### src/rtl/iter_mul_div_unit.sv
// iter_mul_div_unit: multi-cycle signed/unsigned multiply/divide, one result bit per clock
//   clk, rst_n (async, active-low)
//   start, op_div, unsigned_instr, op1, op2 : operation request, captured in IDLE
//   flush                                    : abort in-flight operation
//   busy, done                               : stall indicator and one-cycle completion pulse
//   hi, lo, div_by_zero                      : registered result, held until next completion
module iter_mul_div_unit #(
    parameter int WIDTH = 32
) (
    input  logic             clk,
    input  logic             rst_n,
    input  logic             start,
    input  logic             op_div,
    input  logic             unsigned_instr,
    input  logic [WIDTH-1:0] op1,
    input  logic [WIDTH-1:0] op2,
    input  logic             flush,
    output logic             busy,
    output logic             done,
    output logic [WIDTH-1:0] hi,
    output logic [WIDTH-1:0] lo,
    output logic             div_by_zero
);
    localparam int CNT_W = $clog2(WIDTH + 1);
    typedef enum logic [1:0] {IDLE, CALC, FIX} state_t;
    state_t             state;
    logic [WIDTH-1:0]   b;
    logic [2*WIDTH-1:0] acc;
    logic [CNT_W-1:0]   cnt;
    logic               is_div, neg_res, neg_rem, dz;
    logic               s1, s2, div_ge;
    logic [WIDTH-1:0]   abs1, abs2, quo, rem;
    logic [WIDTH:0]     mul_sum, div_cand, div_diff;
    logic [2*WIDTH-1:0] acc_nxt, prod;
    always_comb begin
        s1       = !unsigned_instr && op1[WIDTH-1];
        s2       = !unsigned_instr && op2[WIDTH-1];
        abs1     = s1 ? -op1 : op1;
        abs2     = s2 ? -op2 : op2;
        // multiply: acc = {partial product, remaining multiplier bits}; the sum keeps its carry
        mul_sum  = {1'b0, acc[2*WIDTH-1:WIDTH]} + {1'b0, acc[0] ? b : '0};
        // divide: acc = {partial remainder, remaining dividend / growing quotient}
        div_cand = {acc[2*WIDTH-1:WIDTH], acc[WIDTH-1]};
        div_diff = div_cand - {1'b0, b};
        div_ge   = div_cand >= {1'b0, b};
        acc_nxt  = !is_div ? {mul_sum, acc[WIDTH-1:1]} :
                   div_ge  ? {div_diff[WIDTH-1:0], acc[WIDTH-2:0], 1'b1} :
                             {div_cand[WIDTH-1:0], acc[WIDTH-2:0], 1'b0};
        prod     = neg_res ? -acc : acc;
        quo      = neg_res ? -acc[WIDTH-1:0] : acc[WIDTH-1:0];
        // with a zero divisor the remainder ends up as |op1|, so re-signing restores raw op1
        rem      = neg_rem ? -acc[2*WIDTH-1:WIDTH] : acc[2*WIDTH-1:WIDTH];
    end
    always_ff @(posedge clk or negedge rst_n) begin
        if (!rst_n) begin
            state       <= IDLE;
            busy        <= 1'b0;
            done        <= 1'b0;
            hi          <= '0;
            lo          <= '0;
            div_by_zero <= 1'b0;
            b           <= '0;
            acc         <= '0;
            cnt         <= '0;
            is_div      <= 1'b0;
            neg_res     <= 1'b0;
            neg_rem     <= 1'b0;
            dz          <= 1'b0;
        end else begin
            done <= 1'b0;
            if (flush) begin
                state <= IDLE;
                busy  <= 1'b0;
            end else begin
                case (state)
                    IDLE: if (start) begin
                        b       <= op_div ? abs2 : abs1;
                        acc     <= {{WIDTH{1'b0}}, op_div ? abs1 : abs2};
                        neg_res <= s1 ^ s2;
                        neg_rem <= s1;
                        is_div  <= op_div;
                        dz      <= op_div && (op2 == '0);
                        cnt     <= CNT_W'(WIDTH);
                        busy    <= 1'b1;
                        state   <= CALC;
                    end
                    CALC: begin
                        acc <= acc_nxt;
                        cnt <= cnt - 1'b1;
                        if (cnt == CNT_W'(1)) state <= FIX;
                    end
                    FIX: begin
                        hi          <= is_div ? rem : prod[2*WIDTH-1:WIDTH];
                        lo          <= is_div ? (dz ? '1 : quo) : prod[WIDTH-1:0];
                        div_by_zero <= dz;
                        done        <= 1'b1;
                        busy        <= 1'b0;
                        state       <= IDLE;
                    end
                    default: state <= IDLE;
                endcase
            end
        end
    end
endmodule

### config.mk
export PLATFORM = sky130hd
export DESIGN_NAME = iter_mul_div_unit
export DESIGN_NICKNAME = d
export VERILOG_FILES = /design/src/rtl/iter_mul_div_unit.sv
export SDC_FILE = /design/constraint.sdc
export NUM_CORES = 1
export LEC_CHECK = 0
export BUFFER_PORTS_ARGS = -buffer_cell sky130_fd_sc_hd__buf_4
export CORE_MARGIN = 2
export CORE_UTILIZATION = 60
export CTS_CLUSTER_DIAMETER = 30
export DETAILED_ROUTE_END_ITERATION = 10
export GPL_ROUTABILITY_DRIVEN = 0
export PLACE_DENSITY = 0.88
export SYNTH_ARGS = -nofsm -noshare
export SYNTH_HDL_FRONTEND = slang
export SYNTH_SLANG_ARGS = --single-unit
export TNS_END_PERCENT = 20
### constraint.sdc
create_clock -name clk -period 4.5 [get_ports clk]
set_input_delay 0.675 -clock clk [delete_from_list [all_inputs] [get_ports clk]]
set_output_delay 0.675 -clock clk [all_outputs]
set_load 0.01 [all_outputs]
# Yosys cells after proc, flatten, opt, wreduce, memory -nomap -nowiden
# Index checks and enable logic that the tools add are counted.
# Widths: inputs -> output; s select.
# word_totals
register_bits	175
in_bits	70
# op_classes
n_reduce_logical	13
bitwise	2
eq_ne	6
n_mux	26
add_sub_neg	8
order_cmp	1
# ops
operator	n
$mux 32	10
$mux 64	4
$neg 32->32	4
$pmux 64 s2	1
$neg 64->64	1
$add 32x32->33	1
$ge 33x32->1	1
$logic_not 32->1	1
$sub 32x32->32	1
$pmux 6 s2	1
$eq 6x1->1 const B	1
$mux 2	3
$mux 6	1
$ne 3x3->1 const B	2
$reduce_and 2->1	3
$reduce_and 3->1	2
$sub 6x1->6 const B	1
$mux 1	4
$pmux 2 s2	1
$logic_and 1x1->1	3
$reduce_bool 3->1	1
$eq 2x1->1 const B	1
$eq 2x2->1 const B	1
$logic_not 2->1	1
6 further kinds	6

# Logic depth before layout (Yosys ltp)
# logic_depth
word_depth	6
depth_mapped	14

# Least setup slack after synthesis
# Ideal clock, no wire load.
# synth_path
path_kind	register to register
start	reg acc[0]
end	reg acc[59]
stages_incl_launch_ff	14
setup_ns	0.126
slack_ns	1.340
arrival_time_ns	3.034
n_path_buf	1
period_less_slack_ns	3.160
cell_sequence	dfrtp_1 > inv_1 > buf_1 > nor2_1 > ha_1 > a21oi_1 > nor2b_1 > o311ai_1 > a21oi_1 > o21ai_1 > o41ai_1 > a311oi_1 > xnor2_1 > a221o_1
# synth_via
elab_chain_len	4
# synth_rtl
item	line	rtl
start: declaration	28	logic [2*WIDTH-1:0] acc;
start signal: assignment	78	acc <= {{WIDTH{1'b0}}, op_div ? abs1 : abs2};
start signal: assignment	88	acc <= acc_nxt;
$mux 32	41	mul_sum = {1'b0, acc[2*WIDTH-1:WIDTH]} + {1'b0, acc[0] ? b : '0};
$add 32x32->33	41	
$mux 64	46	acc_nxt = !is_div ? {mul_sum, acc[WIDTH-1:1]} :
$pmux 64 s2	75	case (state)
# No other way between the ends.
# A chain may end at the register's enable or synchronous reset.

# Final worst setup path
# layout_path
start	reg acc[32]
end	reg acc[59]
# layout_via
elab_chain_len	4
# layout_rtl
item	line	rtl
$sub 32x32->32 or $ge 33x32->1 (tied branches)	44, 45	
$mux 64	47	div_ge ? {div_diff[WIDTH-1:0], acc[WIDTH-2:0], 1'b1} :
$mux 64 (*)	46	
$pmux 64 s2 (*)	75	
# Every way passes the cells marked *; elsewhere a longest branch is shown, timed or not.

==> run metrics <==
Switch Pwr 5610 uW; VDD IR max 0.000360 V; reg2reg start acc[32]; clock skew about 24 ps; crit path max-delay cell type o41ai_1; share of layout cells above drive strength 1 0.111; row count 56; sequential power share 0.257; internal power 5490 uW; core area 23500 um^2; EDFF count, synth 0; # Max-Cap Violations 0; final setup vio count 0; Via density ~6.6; Multi-input gate area around 9400 um^2; area share of fa/ha/maj cells after synthesis 0.0636; R2R Path End acc[59]; Clock power frac 0.137; setup TNS 0 ps; Critical Path End Type flop; post-route ant nets 0; CTS sink cnt 175; FF+latch count, synth 175; CTS Hold Bufs 0; Die H 159 um; Tmin final between 3000 and 4000 ps; leading area contributor after synthesis dfrtp_1; Final Instance Area ~16000 um^2; Cell Chain, Critical Path ha_1, inv_1, fa_1, nand2b_1, a21oi_1, o311ai_1, a21oi_1, o21ai_1, o41ai_1, a311oi_1, xnor2_1, a221o_1; first-pass GRT wire length between 70 and 80 mm; CP max FO 9; fin cells approximately 2200; cell mode on critical path a21oi_1; vias in the first global route 14000; post-synthesis compound-gate area fraction 0.248; area of the mapped netlist around 14000 um^2; outcome finished, final reports clean; drt first-iter violations 1850; Post-CTS Setup Bufs 0; Leakage approximately 0.0073 uW; via count 14800; final hold vios 0; CP Data Arrival Time between 4000 and 5000 ps; worst relative slew slack 0.232; xor/xnor cell area share of the yosys netlist 0.108; Hold/Removal Path Class input port to async pin; grt ovf 0; Post-CTS Resized 0; slew at the pin closest to its max-slew limit 1150 ps; CP startpoint kind flop; top post-synthesis cells by area dfrtp_1, a21oi_1, o21ai_0; Fin Hold WS roughly 300 ps; DRT Pass-1 Iters 6; Die Width 159 um; Worst-Skew Late Latency 450 ps; RSZ-0062 raised after global routing no; synthesized area per cell 7.80 um^2; Reg2Reg Setup Slack 640 ps; dpl cell area 15600 um^2; fill count 1863; # H-tree levels 4; DRC viols 0; most frequent cells in the layout nor2_1, a21oi_1, nand2_1, o21ai_0, dfrtp_1; simple-gate share of the synthesized area 0.196; clock slew at reported path FFs roughly 80 ps; cell count of the worst reg-to-reg path 12; initial antenna violation count 1; asr flop ratio synth 1.00; CP Class flop to flop; maximum root-to-sink buffer count 2; PwrDens 685 nW/um^2; largest net degree at the start of global routing 94; Initial Utilization 0.611; Synth Instances 1846; sw frac 0.505; All-Layer GR Usage 0.344; Synth top area share 0.304; Die ar. approximately 25000 um^2; IO Pins 137; Pwr Total roughly 11000 uW; Top FF cell, synth dfrtp_1; Routed WL between 40 and 50 mm; Synth-to-Final Area Change 12.5%; CTS buffer count 17; most common cell after layout, fill and taps aside nor2_1; Slew Limit Fails 0; Yosys warning count 0; Final nets 2055; Tcrit/Tclk final 0.857; register area 4380 um^2; Netlist cell types 75; Comb power frac 0.606; mux share of post-synthesis cell area 0.0350; sequential fraction of the synthesis area 0.304; WL/cell slightly below 20 um; largest family of logic cells by synthesized area compound AO/OA/AOI/OAI gates; Critical Path Max Stage Delay 630 ps; FMAX 0.259 GHz; Root Buffer clkbuf_16; I/O Buffers 136; WP data required 4840 ps; Placed Instances 2213; Syn Nets 1988; hpwl dp 32.4 mm; CTS tree yes
## state kept, by name, summed over array words and instances, names as in the netlist, 2 cells and up
register,flops
acc,64
b,32
cnt,6
hi,32
lo,32
state,2
## Yosys cell counts (9+ instances only)
| library cell | n |
|---|---|
| a211oi_1 | 21 |
| o21ai_1 | 11 |
| mux2i_1 | 47 |
| ha_1 | 70 |
| a21oi_1 | 191 |
| o21ai_0 | 179 |
| nand3_1 | 21 |
| nand2_1 | 188 |
| buf_1 | 13 |
| xnor2_1 | 75 |
| a21o_1 | 29 |
| and3_1 | 10 |
| nor3_1 | 43 |
| or4_1 | 14 |
| inv_1 | 67 |
| o31ai_1 | 23 |
| o211ai_1 | 18 |
| dfrtp_1 | 175 |
| nor2_1 | 213 |
| clkbuf_1 | 89 |
| a22oi_1 | 10 |
| o41ai_1 | 13 |
| nand4_1 | 23 |
| or3_1 | 21 |
| o21bai_1 | 9 |
| nand2b_1 | 15 |
| xor2_1 | 102 |
| nor4_1 | 11 |
| o21a_1 | 11 |
| a31oi_1 | 15 |
| nor2b_1 | 12 |
## layer usage
layer | wire length [um] | track usage
met2 | 19800 | 0.548
met3 | 4890 | 0.0930
met4 | 2420 | 0.172
met5 | 0 | 0.00593
met1 | 17000 | 0.432
## cells by family (layout without fill, tap and decap cells)
| group | after synthesis | count (layout) |
|---|---|---|
| and+or+nand+nor | 608 | 608 |
| AOI/OAI and AO/OA | 590 | 590 |
| xor gates and xnor gates | 177 | 177 |
| DFF | 175 | 175 |
| buffers and inverters | 174 | 254 |
| adders and majority gates | 72 | 72 |
| muxes | 50 | 50 |
| other | 0 | 1 |
## power groups by stage
stage               clock (uW)  combinational, uW  sequential (uW)
floorplan                    0               4890             2600
global placement             0               6290             2780
detailed placement           0               6490             2820
CTS                       1520               6560             2800
global route              1590               7350             2900
finish                    1520               6730             2850
## critical path, delay by kind of cell, from the launching register on
| family | cells | cell delay, ps |
|---|---|---|
| AOI/OAI and AO/OA | 7 | 2090 |
| adders and majority gates | 2 | 660 |
| DFF | 1 | 570 |
| and+or+nand+nor | 1 | 200 |
| xor gates and xnor gates | 1 | 170 |
| buffers and inverters | 1 | 70 |
## final cells by class
| class | count | share of cell area |
|---|---|---|
| Antenna cell | 1 | 0.000155 |
| Clock buffer | 17 | 0.0263 |
| Clock inverter | 15 | 0.0116 |
| Inverter | 69 | 0.0160 |
| Multi-Input combinational cell | 1497 | 0.579 |
| Sequential cell | 175 | 0.271 |
| Tap cell | 319 | 0.0247 |
| Timing Repair Buffer | 153 | 0.0719 |
## how the worst max path moves through the flow
stage	from	endpoint	slack, ps	depth (start not counted)
floorplan	acc[0]	acc[59]	1340	13
global placement	acc[32]	acc[59]	880	12
detailed placement	acc[32]	acc[59]	790	12
CTS	acc[32]	acc[59]	730	12
global route	acc[32]	acc[59]	450	12
finish	acc[32]	acc[59]	640	12
## through the flow
step | setup WS, ps | utilization
after floorplan | 1340 | -
after global placement | 882 | 0.662
after detailed placement | 789 | 0.662
after CTS | 726 | 0.688
after global routing | 451 | 0.688
final | 642 | 0.688
Note: power is estimated with default switching activity, not from simulation.
